--- src/rtl/pc_sequencer.sv ---
// Program-counter sequencer for the single-cycle MIPS core: next-PC selection, traps, kernel bit.
// Optional cause/EPC capture registers are built when PC_CAUSE_EN is defined.
module pc_sequencer #(
    parameter logic [31:0] RESET_VEC = 32'h8000_0000,
    parameter logic [31:0] IRQ_VEC   = 32'h8000_0004,
    parameter logic [31:0] EXC_VEC   = 32'h8000_0008
) (
    input  logic        clk,
    input  logic        reset,
    input  logic        hold,
    input  logic        branch_taken,
    input  logic [31:0] branch_target,
    input  logic        jump,
    input  logic [31:0] jump_target,
    input  logic        jr,
    input  logic [31:0] jr_target,
    input  logic        irq,
    input  logic        exc,
    output logic [31:0] pc,
    output logic        kernel,
    output logic        nullify,
    output logic        xp_we,
    output logic [31:0] xp_data,
`ifdef PC_CAUSE_EN
    output logic [1:0]  cause,
    output logic [31:0] epc_reg,
`endif
    output logic        double_fault
);

    typedef enum logic {
        RUN,
        HALT
    } state_t;

    state_t      state_q, state_d;
    logic [31:0] pc_q, pc_d;
    logic        irq_pend_q, irq_pend_d;
    logic        df_q, df_d;
    logic        trap;
    logic [1:0]  trap_code;

    assign pc           = pc_q;
    assign kernel       = pc_q[31];
    assign double_fault = df_q;

    always_comb begin
        state_d    = state_q;
        pc_d       = pc_q;
        df_d       = df_q;
        irq_pend_d = irq_pend_q | irq;
        nullify    = 1'b0;
        xp_we      = 1'b0;
        xp_data    = pc_q + 32'd4;
        trap       = 1'b0;
        trap_code  = 2'b00;

        // A halted sequencer never lets an instruction commit, even while held.
        if (state_q == HALT) begin
            nullify = 1'b1;
        end else if (!hold) begin
            if (exc && !kernel) begin
                pc_d      = EXC_VEC;
                xp_we     = 1'b1;
                nullify   = 1'b1;
                trap      = 1'b1;
                trap_code = 2'b10;
            end else if (exc) begin
                state_d   = HALT;
                df_d      = 1'b1;
                nullify   = 1'b1;
                trap      = 1'b1;
                trap_code = 2'b11;
            end else if ((irq_pend_q || irq) && !kernel) begin
                pc_d       = IRQ_VEC;
                xp_we      = 1'b1;
                xp_data    = pc_q;
                nullify    = 1'b1;
                irq_pend_d = 1'b0;
                trap       = 1'b1;
                trap_code  = 2'b01;
            end else if (jr) begin
                pc_d = kernel ? jr_target : {1'b0, jr_target[30:0]};
            end else if (jump) begin
                pc_d = jump_target;
            end else if (branch_taken) begin
                pc_d = branch_target;
            end else begin
                pc_d = {pc_q[31], pc_q[30:0] + 31'd4};
            end
        end
    end

    always_ff @(posedge clk or negedge reset) begin
        if (!reset) begin
            state_q    <= RUN;
            pc_q       <= RESET_VEC;
            irq_pend_q <= 1'b0;
            df_q       <= 1'b0;
        end else begin
            irq_pend_q <= irq_pend_d;
            if (!hold) begin
                state_q <= state_d;
                pc_q    <= pc_d;
                df_q    <= df_d;
            end
        end
    end

`ifdef PC_CAUSE_EN
    logic [1:0]  cause_q;
    logic [31:0] epc_q;

    assign cause   = cause_q;
    assign epc_reg = epc_q;

    always_ff @(posedge clk or negedge reset) begin
        if (!reset) begin
            cause_q <= '0;
            epc_q   <= '0;
        end else if (trap) begin
            cause_q <= trap_code;
            epc_q   <= xp_data;
        end
    end
`else
    logic unused_trap;
    assign unused_trap = trap ^ (^trap_code);
`endif

endmodule

--- config.mk ---
export PLATFORM = sky130hd
export DESIGN_NAME = pc_sequencer
export DESIGN_NICKNAME = d
export VERILOG_FILES = /design/src/rtl/pc_sequencer.sv
export SDC_FILE = /design/constraint.sdc
export NUM_CORES = 1
export LEC_CHECK = 0
export CAP_MARGIN = 5
export CORE_MARGIN = 3
export CORE_UTILIZATION = 41
export CTS_CLUSTER_SIZE = 14
export DETAILED_ROUTE_END_ITERATION = 7
export GPL_TIMING_DRIVEN = 0
export PLACE_DENSITY = 0.83
export SYNTH_ARGS = -nofsm -noshare
export SYNTH_HDL_FRONTEND = slang
export SYNTH_SLANG_ARGS = --single-unit
--- constraint.sdc ---
create_clock -name clk -period 3.1 [get_ports clk]
set_input_delay 0.62 -clock clk [delete_from_list [all_inputs] [get_ports clk]]
set_output_delay 0.62 -clock clk [all_outputs]
set_load 0.01 [all_outputs]
==> results of run 1 <==
## worst max-delay path, delay by kind of cell, from the launching register on
family                 cells  cell delay [ns]
buffers and inverters      3             0.42
and+or+nand+nor            4             0.97
muxes                      1             0.32
DFF                        1             0.38
## layout by cell type (no fill, tap or decap), drive strengths merged, types with 4 or more instances in the layout
cell type / synthesis / routed
nor3: 17 / 17
buf: 11 / 35
o211ai: 7 / 7
nor2: 34 / 34
clkbuf: 30 / 36
dlygate4sd2: 0 / 9
nor4: 8 / 8
o21ai: 40 / 40
nand3: 21 / 21
dlymetal6s2s: 0 / 11
nand2b: 4 / 4
a22oi: 8 / 8
nand2: 39 / 39
a221oi: 7 / 7
a221o: 12 / 12
a32oi: 4 / 4
a31oi: 5 / 5
o31ai: 6 / 6
xor2: 13 / 13
clkdlybuf4s50: 0 / 145
a21oi: 17 / 17
a211oi: 5 / 5
xnor2: 19 / 19
o2bb2ai: 6 / 6
and3: 6 / 6
inv: 14 / 14
nand4: 12 / 12
dfrtp: 34 / 34
## worst min path at each step
stage,to,slack (ns),cells after the start
floorplan,double_fault,0.32,0
global placement,double_fault,0.45,1
detailed placement,double_fault,0.45,1
CTS,pc[24],0.45,1
global route,pc[15],0.48,1
finish,pc[15],0.42,1
## state kept, by name, summed over array words and instances, names as in the netlist
name / cells
double_fault: 1
state_q: 1
irq_pend_q: 1
pc: 32
## final cells by class
class,instances,area (um^2)
clock buffers,5,68.82
well taps,102,127.6
multi-input cells,338,2315
clock inverters,3,15.01
repair buffers,195,1881
flip-flops and latches,35,884.6
fillers,629,2263
inverters,14,52.55
plain buffers,36,200.2
## stage by stage
step                 TNS, ns  setup slack (ns)  cell area, um^2
floorplan                  0            0.3958             3326
CTS                 -0.02752          -0.02752             5482
finish                     0           0.07558             5544
global route               0          0.009261             5544
detailed placement    -31.04            -1.247             5150
global placement      -31.15            -1.218             5155
## layer usage
layer	part of all wire	global-route usage	up-vias
met3	0.12	0.07975	85
met4	0.057	0.1801	0
met1	0.37	0.4213	2131
li1	-	-	2009
met5	0	0	-
met2	0.45	0.5227	391
## cells by family (layout without fill, tap and decap cells)
kind of cell / after synthesis / count (layout)
simple gates: 155 / 155
fa+ha+maj: 1 / 1
buf+inv: 55 / 253
xor+xnor: 32 / 32
compound gates: 145 / 145
mux: 5 / 5
flops: 35 / 35
## report_power, final
| group | internal [mW] | switching [mW] |
|---|---|---|
| Sequential | 0.640 | 0.318 |
| Combinational | 1.06 | 0.775 |
| Clock | 0.154 | 0.198 |
| Total | 1.85 | 1.29 |
## timing repair
item / CTS / global route
pin swaps: 7 / 2
gates resized for setup: 47 / 25
hold endpoints to repair: 0 / 0
buffers inserted: 20 / 4
endpoints found under the setup margin: 32 / 18
gates cloned: 1 / 0
==> impl_results.md, run 1 <==
* Startpoint of the worst-slack reg-to-reg timing path: pc[31]
* Number of different library cells in the post-synthesis netlist at 58
* Basic-gate share of the synthesized area counting and, or, nand and nor cells at 0.2555
* Maximum fanout along the worst path at 9
* Number of placed instances with taps included at 700
* Post-synth EDFFs at 0
* Register bit total from synthesis at 35
* Sinks on Clock Net at 35
* CTS root buffer: clkbuf_8
* Average via count per standard cell at about 6.3
* Slowest cell on the critical path: or4_4
* H-tree levels at 2
* CTS tree: built
* Worst Reg2Reg Path Length in Cells at 8
* Drt wl/cell at 21.34 um
* Post-Route Hold Slack at 0.4172 ns
* Reg-to-Reg End: pc[5]
* Worst slew pin tran at 0.8591 ns
* Antenna Cells at 0
* Net count of the mapped netlist at roughly 530
* Areal power density over the cells at ~570 nW/um^2
* Detailed-route DRC error count at 0
* Global routing usage summed across all routing layers at 0.3337
* Cts bufs inserted at 5
* Final non-filler cell total at approximately 730
* Ordered cell list for the critical path: buf_6, nand4_4, or4_4, buf_6, nor3_4, nand3_2, mux2_4, clkbuf_2
* Arrival time worst endpoint at 2.40 ns
* Xor and xnor fraction of the mapped netlist area at 0.08427
* Post-synthesis compound-gate area fraction at 0.3066
* Count of final setup violators at 0
* Yosys warnings at 0
* Most repeated library cell on the critical path: buf_6
* Worst Path Class, Setup: reg -> out
* Unrepaired setup endpoints after global routing: no
* Sum of internal, switching and leakage power at ~3.1 mW
* Peak supply drop at 0.0003737 V
* Wire length after detailed routing at roughly 16 mm
* Post-synthesis share of cell area spent on full adders, half adders and majority gates at 0.003762
* Critical path's largest stage delay at 0.53 ns
* Area of the mapped netlist at between 3000 and 4000 um^2
* GRT Residual Overflow at 0
* Post-route minimum period at between 3 and 4 ns
* End point of the critical path: xp_data[31]
* Post-synthesis area per instance at around 7.8 um^2
* Share of the clock period used by the worst path at 0.9756
* Share of final-layout standard cells stronger than drive strength 1 at 0.1342
* Chip Height at about 96 um
* Clock latency reported for the late side of the worst-skew pair at roughly 0.31 ns
* Floorplan die width at 96.07 um
* Pleak at around 2.4 nW
* Number of I/O port buffers at 170
* Std-Cell Core Area at approximately 8000 um^2
* Cell taking the most area after synthesis: dfrtp_1
* Run status: finished, final reports clean
* First-pass DRT Iterations at 8
* Num rows at 32
* List of most frequent post-synthesis cells: o21ai_0 (40), nand2_1 (39), dfrtp_1 (34), nor2_1 (34), clkbuf_1 (30)
* Max-capacitance violation count at 0
* Max Buffers Root-to-Sink at 2
* Via count of the first global-routing pass at 4,451
* Effective utilization at floorplan at 0.4260
* Routed via count at approximately 4,600
* Synthesized instance count at ~430
* CP Launch Point: pc[6]
* Layout overhead on the synthesized area at 66.70%
* Fmax at 330.6 MHz
* Pin count of the biggest net entering global routing at 36
* Number of failing hold endpoints at the final stage at 0
* Slew Limit Fails at 0
* Floorplan die area at 9228 um^2
* Share of synthesized area occupied by flip-flops and latches at 0.2637
* Main flop type after synthesis: dfrtp_1
* Number of DRC markers after the initial detailed-route iteration at between 400 and 500
* HPWL after detailed placement at roughly 11 mm
* Cells taking the most area after synthesis: dfrtp_1 (26%), o21ai_0 (6.0%), xnor2_1 (5.0%)
* # IOs at between 150 and 200
* Top-area cell type share of the netlist area at 0.2558
* Startpoint type of the worst setup path: flip-flop
* Mux share of post-synthesis cell area at 0.01693
* Critical path endpoint category: output port
* Fin nets at between 700 and 800
* Number of antenna violations at the first check in global routing at 0
* Core utilization of the finished layout at 0.7101
* Clk slew on worst S/H paths at around 0.08 ns
* Post-route antenna net violation count at 0
* Number of buffers inserted by hold repair at cts at 0
* Classification of the worst-slack hold path: in -> async
* First-pass GRT wire length at ~23 mm
* Tightest slew margin relative to the limit at 0.4273
* Final weighted congestion of routability-driven global placement at 0.9460
* Most numerous cell in the Yosys netlist: o21ai_0
* Share of async-settable or async-resettable flops after synthesis at 1.000
* Clock Skew at between 0.009 and 0.01 ns
* Main combinational cell family by area after synthesis: compound AO/OA/AOI/OAI gates
* Register-to-register setup slack at between 0.4 and 0.5 ns
* Required time of the critical path at around 2.5 ns
Power figures use the tool's default switching activity.
==> inputs of run 2 (changes only) <==
Settings changed: CORE_UTILIZATION 41 to 37, PLACE_DENSITY 0.83 to 0.79.
Clock period 3.1 ns to 2.4 ns, I/O delays scaled along.
==> impl_results.md, run 2 (synthesis results as in run 1) <==
* Run status: complete, but fails checks
* Failing checks: negative setup slack
* CTS tree: built
* Areal power density over the cells at 701.7 nW/um^2 (+24%)
* Register-to-register setup slack at 0.05 ns (-0.44 ns)
* CTS root buffer: clkbuf_8
* Number of placed instances with taps included at 703 (+0.43%)
* Post-detailed-placement cell area at 5162 um^2 (+0.24%)
* Pin count of the biggest net entering global routing at 36 (unchanged)
* Sinks on Clock Net at 35 (unchanged)
* Post-layout instance area at 6091 um^2 (+9.9%)
* Most repeated library cell on the critical path: buf_6
* Core utilization of the finished layout at 0.7196 (+0.009490)
* Detailed-route wire length on metal 1 at 6.331 mm (+10%)
* Highest-count cells in the layout ignoring fill and taps: clkdlybuf4s50_1 (134), buf_4 (76), o21ai_0 (40)
* Classification of the worst-slack hold path: in -> async
* Flip-flop count of the largest register, all copies and words added at 32 (unchanged)
* Share of the clock period used by the worst path at 1.128
* Num rows at 33 (+3.1%)
* Max-capacitance violation count at 0 (unchanged)
* Number of DRC markers after the initial detailed-route iteration at 483 (+6.9%)
* Via count of the first global-routing pass at 4,741 (+6.5%)
* Number of failing hold endpoints at the final stage at 0 (unchanged)
* Peak supply drop at 0.0004656 V (+25%)
* Arrival time worst endpoint at 2.23 ns (-0.17 ns)
* Number of fill cells at 607 (-3.5%)
* Layout overhead on the synthesized area at 83.15%
* Effective utilization at floorplan at 0.3929 (-0.03306)
* Std-Cell Core Area at 8464 um^2 (+8.4%)
* Chip Height at 100.8 um (+4.9%)
* Final weighted congestion of routability-driven global placement at 0.9828 (+3.9%)
* Number of cells on the critical path at 7 (-1)
* Startpoint of the worst-slack reg-to-reg timing path: pc[6]
* Post-route antenna net violation count at 0 (unchanged)
* Critical path endpoint category: output port
* Post-Route Hold Slack at 0.3037 ns (-0.1135 ns)
* Tightest slew margin relative to the limit at 0.4112 (-0.01605)
* Average via count per standard cell at 6.307 (-0.52%)
* Clock latency reported for the late side of the worst-skew pair at 0.29 ns (-0.02 ns)
* Final non-filler cell total at 787 (+8.1%)
* Number of antenna violations at the first check in global routing at 0 (unchanged)
* Top metal layer carrying routed signals: met4
* Antenna Cells at 0 (unchanged)
* CP Launch Point: pc[6]
* Number of buffers inserted by hold repair at cts at 0 (unchanged)
* Worst Reg2Reg Path Length in Cells at 12 (+4)
* Slew Limit Fails at 0 (unchanged)
* Floorplan die width at 100.8 um (+4.9%)
* Total length of routed met2 wires at 8.210 mm (+17%)
* HPWL after detailed placement at 11.26 mm (+2.8%)
* Most frequent standard cell in the layout excluding fill and tap cells: clkdlybuf4s50_1
* Reg-to-Reg End: pc[24]
* End point of the critical path: xp_data[31]
* Final Worst Setup Slack at -0.3065 ns (-0.3821 ns)
* Wire length after detailed routing at 17.33 mm (+11%)
* Global routing usage summed across all routing layers at 0.3254 (-0.008278)
* Drt wl/cell at 22.01 um (+3.1%)
* Clk slew on worst S/H paths at 0.08 ns (about the same)
* Startpoint type of the worst setup path: flip-flop
* Detailed-route DRC error count at 0 (unchanged)
* Fmax at about 370 MHz
* Clock Skew at 0.006014 ns (-0.003160 ns)
* Worst slack, placed at -1.652 ns (-0.4045 ns)
* # IOs at 172 (unchanged)
* Number of buffers and inverters on the critical path at 2 (-1)
* DR WL met3 at 2.075 mm (+7.8%)
* Share of final-layout standard cells stronger than drive strength 1 at 0.3123 (+0.1781)
* Pleak at 2.577 nW (+7.6%)
* Required time of the critical path at 1.92 ns (-0.56 ns)
* Count of final setup violators at 22 (+22)
* Post-route minimum period at roughly 2.7 ns
* First-pass GRT wire length at 25.70 mm (+9.7%)
* Ordered cell list for the critical path: buf_6, nand4_4, or4_4, nor3_4, nand3_2, mux2_4, buf_6
* Worst Path Class, Setup: reg -> out
* First-pass DRT Iterations at 6 (-2)
* GRT Residual Overflow at 0 (unchanged)
* Unrepaired setup endpoints after global routing: yes
* Top cell family by delay on the critical path: simple AND/OR/NAND/NOR gates
* Sum of negative setup slack at -3.316 ns (-3.316 ns)
* Sum of internal, switching and leakage power at 4.274 mW (+36%)
* Number of I/O port buffers at 170 (unchanged)
* Routed via count at 4,964 (+7.5%)
* Maximum fanout along the worst path at 5 (-4)
* Slowest cell on the critical path: or4_4
* Fin nets at 786 (+7.7%)
* Max Buffers Root-to-Sink at 2 (unchanged)
* H-tree levels at 2 (unchanged)
* Cts bufs inserted at 5 (unchanged)
* Floorplan die area at 10,160 um^2 (+10%)
* Critical path's largest stage delay at 0.60 ns (+0.07 ns)
* Worst slew pin tran at 0.8831 ns (+0.02407 ns)
[run 2: cell types whose count changed in the layout (fill, tap and decap cells not counted), sizes merged]
cell           previous run  this run
clkdlybuf4s15             0         1
clkinv                    3         0
dlygate4sd2               9         2
buf                      35       121
clkbuf                   36        35
clkdlybuf4s50           145       134
dlymetal6s2s             11         2
[run 2: area by class of cell]
cell class / count / area [um^2] / share of cell area
multi-input combinational: 338 / 2475 / 0.4063
timing repair buffer: 255 / 2251 / 0.3696
sequential: 35 / 897.1 / 0.1473
buffer: 32 / 183.9 / 0.03020
tap: 105 / 131.4 / 0.02157
clock buffer: 8 / 100.1 / 0.01643
inverter: 14 / 52.55 / 0.008628
[run 2: how the worst min path moves through the flow]
stage | startpoint | end | cells after the start
final | reset | pc[16] | 1
after floorplan | reset | double_fault | 0
after CTS | reset | pc[16] | 1
after global placement | double_fault | double_fault | 1
after detailed placement | double_fault | double_fault | 1
after global routing | reset | pc[16] | 1
[run 2: power by group]
part	internal [mW]	switching [mW]	leakage, nW
Sequential	0.838	0.365	0.427
Combinational	1.41	1.17	2.10
Clock	0.263	0.232	0.0515
Total	2.51	1.76	2.58
[run 2: what timing repair did]
item / CTS / global route
gates resized for setup: 188 / 53
setup endpoints to repair: 63 / 51
setup buffers: 70 / 17
pin swaps: 33 / 25
[run 2: layer usage]
| metal | vias up | track usage |
|---|---|---|
| met1 | 2317 | 0.4234 |
| li1 | 2120 | - |
| met2 | 451 | 0.5377 |
| met5 | - | 0 |
| met3 | 76 | 0.06228 |
| met4 | 0 | 0.1130 |
[run 2: worst reg2reg max path, delay by kind of cell, from the launching register on]
kind / cells / cell delay (ns)
AOI/OAI and AO/OA: 2 / 0.54
buffers and inverters: 7 / 0.88
DFF: 1 / 0.37
and+or+nand+nor: 3 / 0.44
